[config.mk]
export PLATFORM = sky130hd
export DESIGN_NAME = clock_time_ctrl_flat
export DESIGN_NICKNAME = d
export VERILOG_FILES = /design/src/rtl/clock_time_ctrl_if.sv /design/src/rtl/clock_time_ctrl.sv /design/src/flat_wrapper.sv
export SDC_FILE = /design/constraint.sdc
export NUM_CORES = 1
export LEC_CHECK = 0
export ABC_AREA = 1
export CORE_UTILIZATION = 55
export CTS_CLUSTER_DIAMETER = 30
export DETAILED_ROUTE_END_ITERATION = 7
export GPL_TIMING_DRIVEN = 0
export PLACE_DENSITY = 0.74
export SLEW_MARGIN = 20
export SYNTH_ARGS = -nofsm -noshare
export SYNTH_HDL_FRONTEND = slang
export SYNTH_SLANG_ARGS = --single-unit
[constraint.sdc]
create_clock -name clk -period 2.3 [get_ports clk]
set_input_delay 0.23 -clock clk [delete_from_list [all_inputs] [get_ports clk]]
set_output_delay 0.23 -clock clk [all_outputs]
set_load 0.005 [all_outputs]
[src/rtl/clock_time_ctrl_if.sv]
`default_nettype none
// =============================================================================
// Module      : clock_time_ctrl_if
// Description : Button, display-refresh handshake and time outputs of the
//               LCD clock timekeeping controller.
// Revision    : 1.0 - initial release
// =============================================================================
interface clock_time_ctrl_if;
    logic       btn_mode;
    logic       btn_inc;
    logic       upd_ack;
    logic       upd_req;
    logic [4:0] hours;
    logic [5:0] minutes;
    logic [5:0] seconds;
    logic [1:0] mode;
    logic       blink;
    logic       tick;

    // master: the controller; slave: buttons plus LCD writer
    modport master (
        input  btn_mode, btn_inc, upd_ack,
        output upd_req, hours, minutes, seconds, mode, blink, tick
    );
    modport slave (
        output btn_mode, btn_inc, upd_ack,
        input  upd_req, hours, minutes, seconds, mode, blink, tick
    );
endinterface
`default_nettype wire

[src/rtl/clock_time_ctrl.sv]
`default_nettype none
// =============================================================================
// Module      : clock_time_ctrl
// Description : HH:MM:SS timekeeping with 1 Hz enable, RUN/SET mode FSM,
//               field blink and LCD refresh req/ack. Macro SET_SEC_EN adds
//               the SET_S (seconds setting) state.
// Revision    : 1.0 - initial release
// =============================================================================
module clock_time_ctrl #(
    parameter int CLK_HZ  = 50000000,
    parameter int HALF_HZ = CLK_HZ / 2
) (
    input wire                 clk,
    input wire                 rst,
    clock_time_ctrl_if.master  bus
);

    localparam int PW = $clog2(CLK_HZ);
    localparam int BW = (HALF_HZ > 1) ? $clog2(HALF_HZ) : 1;

    typedef enum logic [1:0] {
        ST_RUN   = 2'd0,
        ST_SET_H = 2'd1,
        ST_SET_M = 2'd2,
        ST_SET_S = 2'd3
    } state_t;

    state_t         r_state;
    state_t         w_next;
    logic [PW-1:0]  r_pres;
    logic [BW-1:0]  r_bcnt;
    logic [4:0]     r_hours;
    logic [5:0]     r_minutes;
    logic [5:0]     r_seconds;
    logic           r_blink;
    logic           r_tick;
    logic           r_req;

    logic           w_run;
    logic           w_inc_ok;
    logic           w_tick_next;
    logic           w_blink_tog;
    logic           w_event;

    always_ff @(posedge clk or posedge rst) begin
        if (rst) r_state <= ST_RUN;
        else     r_state <= w_next;
    end

    always_comb begin
        w_next = r_state;
        if (bus.btn_mode) begin
            case (r_state)
                ST_RUN:   w_next = ST_SET_H;
                ST_SET_H: w_next = ST_SET_M;
`ifdef SET_SEC_EN
                ST_SET_M: w_next = ST_SET_S;
`else
                ST_SET_M: w_next = ST_RUN;
`endif
                default:  w_next = ST_RUN;
            endcase
        end
    end

    // A mode press always changes state, so it masks any same-cycle inc.
    always_comb begin
        w_run       = (r_state == ST_RUN);
        w_inc_ok    = bus.btn_inc && !bus.btn_mode && !w_run;
        w_tick_next = w_run && !bus.btn_mode && (r_pres == PW'(CLK_HZ - 1));
        w_blink_tog = !w_run && !bus.btn_mode && (r_bcnt == BW'(HALF_HZ - 1));
        w_event     = r_tick || w_inc_ok || bus.btn_mode || w_blink_tog;
    end

    always_ff @(posedge clk or posedge rst) begin
        if (rst) begin
            r_pres <= '0;
            r_tick <= 1'b0;
        end else begin
            r_tick <= w_tick_next;
            if (!w_run || bus.btn_mode || (r_pres == PW'(CLK_HZ - 1)))
                r_pres <= '0;
            else
                r_pres <= r_pres + 1'b1;
        end
    end

    always_ff @(posedge clk or posedge rst) begin
        if (rst) begin
            r_bcnt  <= '0;
            r_blink <= 1'b0;
        end else if (bus.btn_mode) begin
            r_bcnt  <= '0;
            r_blink <= (w_next != ST_RUN);
        end else if (w_run) begin
            r_bcnt  <= '0;
            r_blink <= 1'b0;
        end else if (w_blink_tog) begin
            r_bcnt  <= '0;
            r_blink <= ~r_blink;
        end else begin
            r_bcnt  <= r_bcnt + 1'b1;
        end
    end

    // r_tick can only be high in RUN, so it never collides with set-mode edits.
    always_ff @(posedge clk or posedge rst) begin
        if (rst) begin
            r_hours   <= 5'd0;
            r_minutes <= 6'd0;
            r_seconds <= 6'd0;
        end else if (r_tick) begin
            if (r_seconds == 6'd59) begin
                r_seconds <= 6'd0;
                if (r_minutes == 6'd59) begin
                    r_minutes <= 6'd0;
                    r_hours   <= (r_hours == 5'd23) ? 5'd0 : r_hours + 5'd1;
                end else begin
                    r_minutes <= r_minutes + 6'd1;
                end
            end else begin
                r_seconds <= r_seconds + 6'd1;
            end
        end else if (w_inc_ok) begin
            case (r_state)
                ST_SET_H: r_hours   <= (r_hours   == 5'd23) ? 5'd0 : r_hours   + 5'd1;
                ST_SET_M: r_minutes <= (r_minutes == 6'd59) ? 6'd0 : r_minutes + 6'd1;
`ifdef SET_SEC_EN
                ST_SET_S: r_seconds <= (r_seconds == 6'd59) ? 6'd0 : r_seconds + 6'd1;
`endif
                default: ;
            endcase
        end
`ifndef SET_SEC_EN
        else if (bus.btn_mode && (r_state == ST_SET_M)) begin
            r_seconds <= 6'd0;
        end
`endif
    end

    always_ff @(posedge clk or posedge rst) begin
        if (rst) r_req <= 1'b1;
        else     r_req <= w_event || (r_req && !bus.upd_ack);
    end

    assign bus.upd_req = r_req;
    assign bus.hours   = r_hours;
    assign bus.minutes = r_minutes;
    assign bus.seconds = r_seconds;
    assign bus.mode    = r_state;
    assign bus.blink   = r_blink;
    assign bus.tick    = r_tick;

endmodule
`default_nettype wire

[src/flat_wrapper.sv]
// flat-port wrapper written by rule: the top's interface ports become plain ports
module clock_time_ctrl_flat 
#(
    parameter int CLK_HZ  = 50000000,
    parameter int HALF_HZ = CLK_HZ / 2
)
  (clk, rst, bus_btn_mode, bus_btn_inc, bus_upd_ack, bus_upd_req, bus_hours, bus_minutes, bus_seconds, bus_mode, bus_blink, bus_tick);
  clock_time_ctrl_if bus_i ();
  input wire clk;
  input wire rst;
  input wire logic [$bits(bus_i.btn_mode)-1:0] bus_btn_mode;
  input wire logic [$bits(bus_i.btn_inc)-1:0] bus_btn_inc;
  input wire logic [$bits(bus_i.upd_ack)-1:0] bus_upd_ack;
  output wire logic [$bits(bus_i.upd_req)-1:0] bus_upd_req;
  output wire logic [$bits(bus_i.hours)-1:0] bus_hours;
  output wire logic [$bits(bus_i.minutes)-1:0] bus_minutes;
  output wire logic [$bits(bus_i.seconds)-1:0] bus_seconds;
  output wire logic [$bits(bus_i.mode)-1:0] bus_mode;
  output wire logic [$bits(bus_i.blink)-1:0] bus_blink;
  output wire logic [$bits(bus_i.tick)-1:0] bus_tick;
  assign bus_i.btn_mode = bus_btn_mode;
  assign bus_i.btn_inc = bus_btn_inc;
  assign bus_i.upd_ack = bus_upd_ack;
  assign bus_upd_req = bus_i.upd_req;
  assign bus_hours = bus_i.hours;
  assign bus_minutes = bus_i.minutes;
  assign bus_seconds = bus_i.seconds;
  assign bus_mode = bus_i.mode;
  assign bus_blink = bus_i.blink;
  assign bus_tick = bus_i.tick;
  clock_time_ctrl #(.CLK_HZ(CLK_HZ), .HALF_HZ(HALF_HZ)) u_core (.clk(clk), .rst(rst), .bus(bus_i));
endmodule
# After elaboration in Yosys (flattened, before gate mapping)

Cells that the tools add are included.

Flip-flop bits (word level): 73
Output and inout port bits: 22
Word-level logic and storage cells: 76

$add $sub $neg: 5
Eq/ne operators: 10
Mux-type cells: 24
Bitwise gates (word level): 1
Reduce and logical (&&, ||, !) cells: 27

Operators by type and width:

| kind                                          | count |
|---|---|
| 2-to-1 mux 25 bit                             | 3 |
| 2-to-1 mux 6 bit                              | 9 |
| 2-to-1 mux 5 bit                              | 6 |
| adder 26 x 1 -> 26 bit, second input constant | 1 |
| == test 26 bit, second input constant         | 1 |
| 2-to-1 mux 26 bit                             | 1 |
| adder 25 x 1 -> 25 bit, second input constant | 1 |
| == test 25 bit, second input constant         | 1 |
| adder 6 x 1 -> 6 bit, second input constant   | 2 |
| == test 6 bit, second input constant          | 2 |
| nonzero test 2 bit                            | 5 |
| logical AND 1 bit                             | 8 |
| logical OR 1 bit                              | 6 |
| adder 5 x 1 -> 5 bit, second input constant   | 1 |
| == test 5 bit, second input constant          | 1 |
| != test 2 bit, second input constant          | 2 |
| case mux 2 bit (2 select lines)               | 1 |
| AND reduction 4 bit                           | 1 |
| zero test 1 bit                               | 3 |
| 2-to-1 mux 1 bit                              | 3 |
| AND reduction 3 bit                           | 1 |
| nonzero test 3 bit                            | 1 |
| == test 2 x 1 -> 1 bit, second input constant | 1 |
| == test 2 bit, second input constant          | 1 |
| 5 further kinds                               | 5 |

# Longest topological paths before layout

Word-level depth: 7
Gate-level depth with buffers: 10

# Worst setup path before layout

OpenSTA, ideal clock, no wires.

Path type: register to register
From: register u_core.r_bcnt[0]
To: register u_core.r_bcnt[12]
Setup time: 119 ps
Arrival time: 1319 ps
Required time: 2181 ps
Path slack: 863 ps
Cell stages (with the launch flop): 10
Path buffers: 1
Period minus slack after synthesis: 1437 ps
Cells stage by stage: dfrtp_1 ha_1 nand2_1 nor2_4 nand2_1 nor2_1 nand2_2 nand2_4 buf_6 nor2_1

Word-level cells in the longest chain between the ends: 5
Elaborated cells between the ends (all ways): 6

RTL lines:

| element                                                                        | RTL line               | source |
|---|---|---|
| start, declared                                                                | clock_time_ctrl.sv:31  | `logic [BW-1:0] r_bcnt;` |
| start signal, assigned                                                         | clock_time_ctrl.sv:102 | `r_bcnt <= r_bcnt + 1'b1;` |
| parallel branches: the longest is 2 deep, another holds adder 25 x 1 -> 25 bit | -                      |  |
| 2-to-1 mux 25 bit (*)                                                          | clock_time_ctrl.sv:98  | `end else if (w_blink_tog) begin` |
| 2-to-1 mux 25 bit (*)                                                          | clock_time_ctrl.sv:95  | `end else if (w_run) begin` |
| 2-to-1 mux 25 bit (*)                                                          | clock_time_ctrl.sv:92  | `end else if (bus.btn_mode) begin` |

Mark *: on every way between the ends.
A chain may end at the register's enable or synchronous reset.

# Worst setup path after layout

From: register u_core.r_pres[0]
To: register u_core.r_pres[20]

Word-level cells in the longest chain between the ends: 3
Elaborated cells between the ends (all ways): 4

RTL lines:

| element                                                                        | RTL line              | source |
|---|---|---|
| start, declared                                                                | clock_time_ctrl.sv:30 | `logic [PW-1:0] r_pres;` |
| start signal, assigned                                                         | clock_time_ctrl.sv:84 | `r_pres <= r_pres + 1'b1;` |
| parallel branches: the longest is 2 deep, another holds adder 26 x 1 -> 26 bit | -                     |  |
| 2-to-1 mux 26 bit (*)                                                          | clock_time_ctrl.sv:81 | `if (!w_run \|\| bus.btn_mode \|\| (r_pres == PW'(CLK_HZ - 1)))` |

Marked as above.

==> qor.yml <==
r2r_end: "u_core.r_pres[20]$_DFF_PP0_"
stdcell_count: 723
clock.fmax_ghz: 0.566
peakVddDrop_mv: 0.402
die_h_um: 89.1
place_area_um2: 4580
worst_pin_slew_ns: 0.508
clk_pin_slew_ns: 0.07
syn_area_per_cell_um2: 7.16
cts-htree-levels: 3
criticalPathCategory: "reg2reg"
clk_latency_ns: 0.34
min_period_over_period: 0.769
yosysWarnings: 0
drt_wl_total_mm: 9.21
fin_skew_ns: 0.00571
hold_viol_final: 0
cp.required_ns: 2.54
yosysTopAreaCellShare: 0.432
drv_cap: 0
rows: 31
cts.sinks: 73
post_cts_resized: 0
synthCells: 582
floorplan.initialDensity: 0.572
tns_ns: 0
nNetsFinal: 630
critPathBufInv: 1
slowest_delay_ns: 0.40
syn-num-nets: 592
grt_pass1_wl_mm: 15.6
num_io_pins: 27
arrival_ns: 2.00
synth-seq-cells: 73
dp_cells: 708
synth.distinct_cells: 28
synth-seq-area-share: 0.438
ys_top_cells_by_area: "dfrtp_1, nand2_1, nor2_1, nand3_1, inv_1"
clockBufferDepth: 2
dp_slack_ns: 0.412
synth_edf_count: 0
dr.pass1.iters: 5
grt_pass1_vias: 3530
layout-drive-gt1-share: 0.0657
cp-end-kind: "register"
worstHoldPathType: "in2async"
finalWorstSetupSlack_ns: 0.532
whs_ns: 0.218
drt_iter0_drc: 193
coreArea_um2: 7290
crit_family: "simple AND/OR/NAND/NOR gates"
yosys.area.top_type: "dfrtp_1"
dieArea_um2: 7930
ys.flop_type: "dfrtp_1"
antenna_cells: 0
vias: 3779
antenna_found_initial: 0
p_leak_nw: 2.03
grt_max_degree: 48
rsz0062_at_grt: "no"
chipWidth_um: 89.1
cts_buffers: 9
wl_per_cell_um: 12.7
slew_violations: 0
gp_congestion: 0.923
vias_per_cell: 5.23
cts_root_buffer: "clkbuf_8"
crit_top_cell: "nor2_1"
start_kind: "register"
rrSetupSlack_ns: 0.53
grt.overflow.total: 0
status: "finished clean"
synth_area_um2: 4170
cp_max_fo: 4
min_period_ns: 1.77
cts_hold_buf: 0
rr_worst_depth: 8
hpwlAfterDp_mm: 6.85
path_depth: 8
cpMaxStageDelayCell: "dfrtp_1"
portBuffers: 26
p_per_area_nw_per_um2: 679
cts_tree: "yes"
reg2reg_from: "u_core.r_pres[0]$_DFF_PP0_"
route.detailed.drc: 0
relSlewSlack: 0.660
async_flop_share: 1.00
post_cts_buffers: 0
crit_chain: "ha_1 -> inv_1 -> nor2_1 -> nand3_1 -> nor2_1 -> nand2_1 -> nand3_1 -> nor2_1"
postRouteAntennaNets: 0
grt_use_total: 0.257
syn_to_final_growth_pct: 14.6
final_area_um2: 4780
setup_viol: 0
## through the flow
stage          total power [mW]   util
6_report                   3.24  0.655
3_5_place_dp               2.26  0.629
4_1_cts                    3.28  0.655
2_1_floorplan              1.95      -
5_1_grt                    3.44  0.655
3_3_place_gp               2.22  0.624
## Yosys cell counts (3+ instances only)
| cell | instances |
|---|---|
| xor2_1 | 14 |
| buf_6 | 4 |
| dfrtp_1 | 72 |
| inv_1 | 58 |
| nor2_1 | 140 |
| nand4_1 | 4 |
| nand3_1 | 46 |
| a21oi_1 | 9 |
| nor3_1 | 3 |
| nor3_2 | 6 |
| ha_1 | 5 |
| o22ai_1 | 3 |
| nor2_2 | 3 |
| nand2_1 | 176 |
| o21ai_0 | 7 |
| xnor2_1 | 14 |
## cell usage in the layout, fill, tap and decap left out, drive strengths merged
cell type / netlist / routed
xnor2: 14 / 14
a21oi: 9 / 9
clkbuf: 0 / 12
o21ai: 7 / 7
bufinv: 0 / 1
nand3b: 1 / 1
inv: 60 / 60
dfrtp: 72 / 72
nor3b: 2 / 2
xor2: 14 / 14
clkinv: 0 / 2
nand3: 46 / 46
o22ai: 3 / 3
dfstp: 1 / 1
nor4: 1 / 1
o21bai: 1 / 1
clkdlybuf4s50: 0 / 26
a31oi: 1 / 1
nand4: 4 / 4
buf: 4 / 5
nor3: 10 / 10
nor2: 145 / 145
ha: 5 / 5
or2: 2 / 2
nand2: 180 / 180
## worst max path at each step
stage / from / to / slack, ns
after CTS: u_core.r_pres[0]$_DFF_PP0_ / u_core.r_pres[20]$_DFF_PP0_ / 0.56
after detailed placement: bus_btn_mode / u_core.bus.minutes[1]$_DFFE_PP0P_ / 0.41
final: u_core.r_pres[0]$_DFF_PP0_ / u_core.r_pres[20]$_DFF_PP0_ / 0.53
after global placement: rst / u_core.r_bcnt[9]$_DFF_PP0_ / -1.0
after floorplan: rst / u_core.bus.blink$_DFFE_PP0P_ / 0.22
after global routing: u_core.r_pres[0]$_DFF_PP0_ / u_core.r_pres[20]$_DFF_PP0_ / 0.38
## report_power, final
part / internal (mW) / switching [mW] / total [mW] / leakage [nW]
logic: 0.334 / 0.383 / 0.716 / 0.924
registers: 1.39 / 0.126 / 1.52 / 1.00
clock network: 0.551 / 0.459 / 1.01 / 0.102
total: 2.28 / 0.968 / 3.24 / 2.03
## metal layers
metal  part of all wire  up-vias  track usage  wire length (um)
li1                   -     1873            -                 -
met1               0.47     1774        0.350              4290
met2               0.46      114        0.412              4280
met3              0.052       18       0.0563               482
met4              0.018        0       0.0851               163
met5                  0        -            0                 0
## flip-flops by register name (all words and copies together) (netlist names)
| register | count |
|---|---|
| u_core.r_pres | 26 |
| u_core.r_bcnt | 25 |
| u_core.bus.mode | 2 |
| u_core.bus.upd_req | 1 |
| u_core.bus.tick | 1 |
| u_core.bus.blink | 1 |
| u_core.bus.seconds | 6 |
| u_core.bus.minutes | 6 |
| u_core.bus.hours | 5 |
## final cells by class
class | instances | area [um^2]
clock inverter | 3 | 40.0
buffer | 4 | 45.0
tap | 99 | 124
sequential | 73 | 1830
inverter | 60 | 228
multi-input combinational | 445 | 2070
timing repair buffer | 27 | 288
clock buffer | 12 | 155
fill | 681 | 2510
## cells by family (layout without fill, tap and decap cells)
group           Yosys count  after routing  synth area share
simple gates            391            391             0.396
xor+xnor                 28             28            0.0588
buf+inv                  64            106            0.0648
flops                    73             73             0.438
fa+ha+maj                 5              5            0.0150
compound gates           21             21            0.0270
Note: power is estimated with default switching activity, not from simulation.
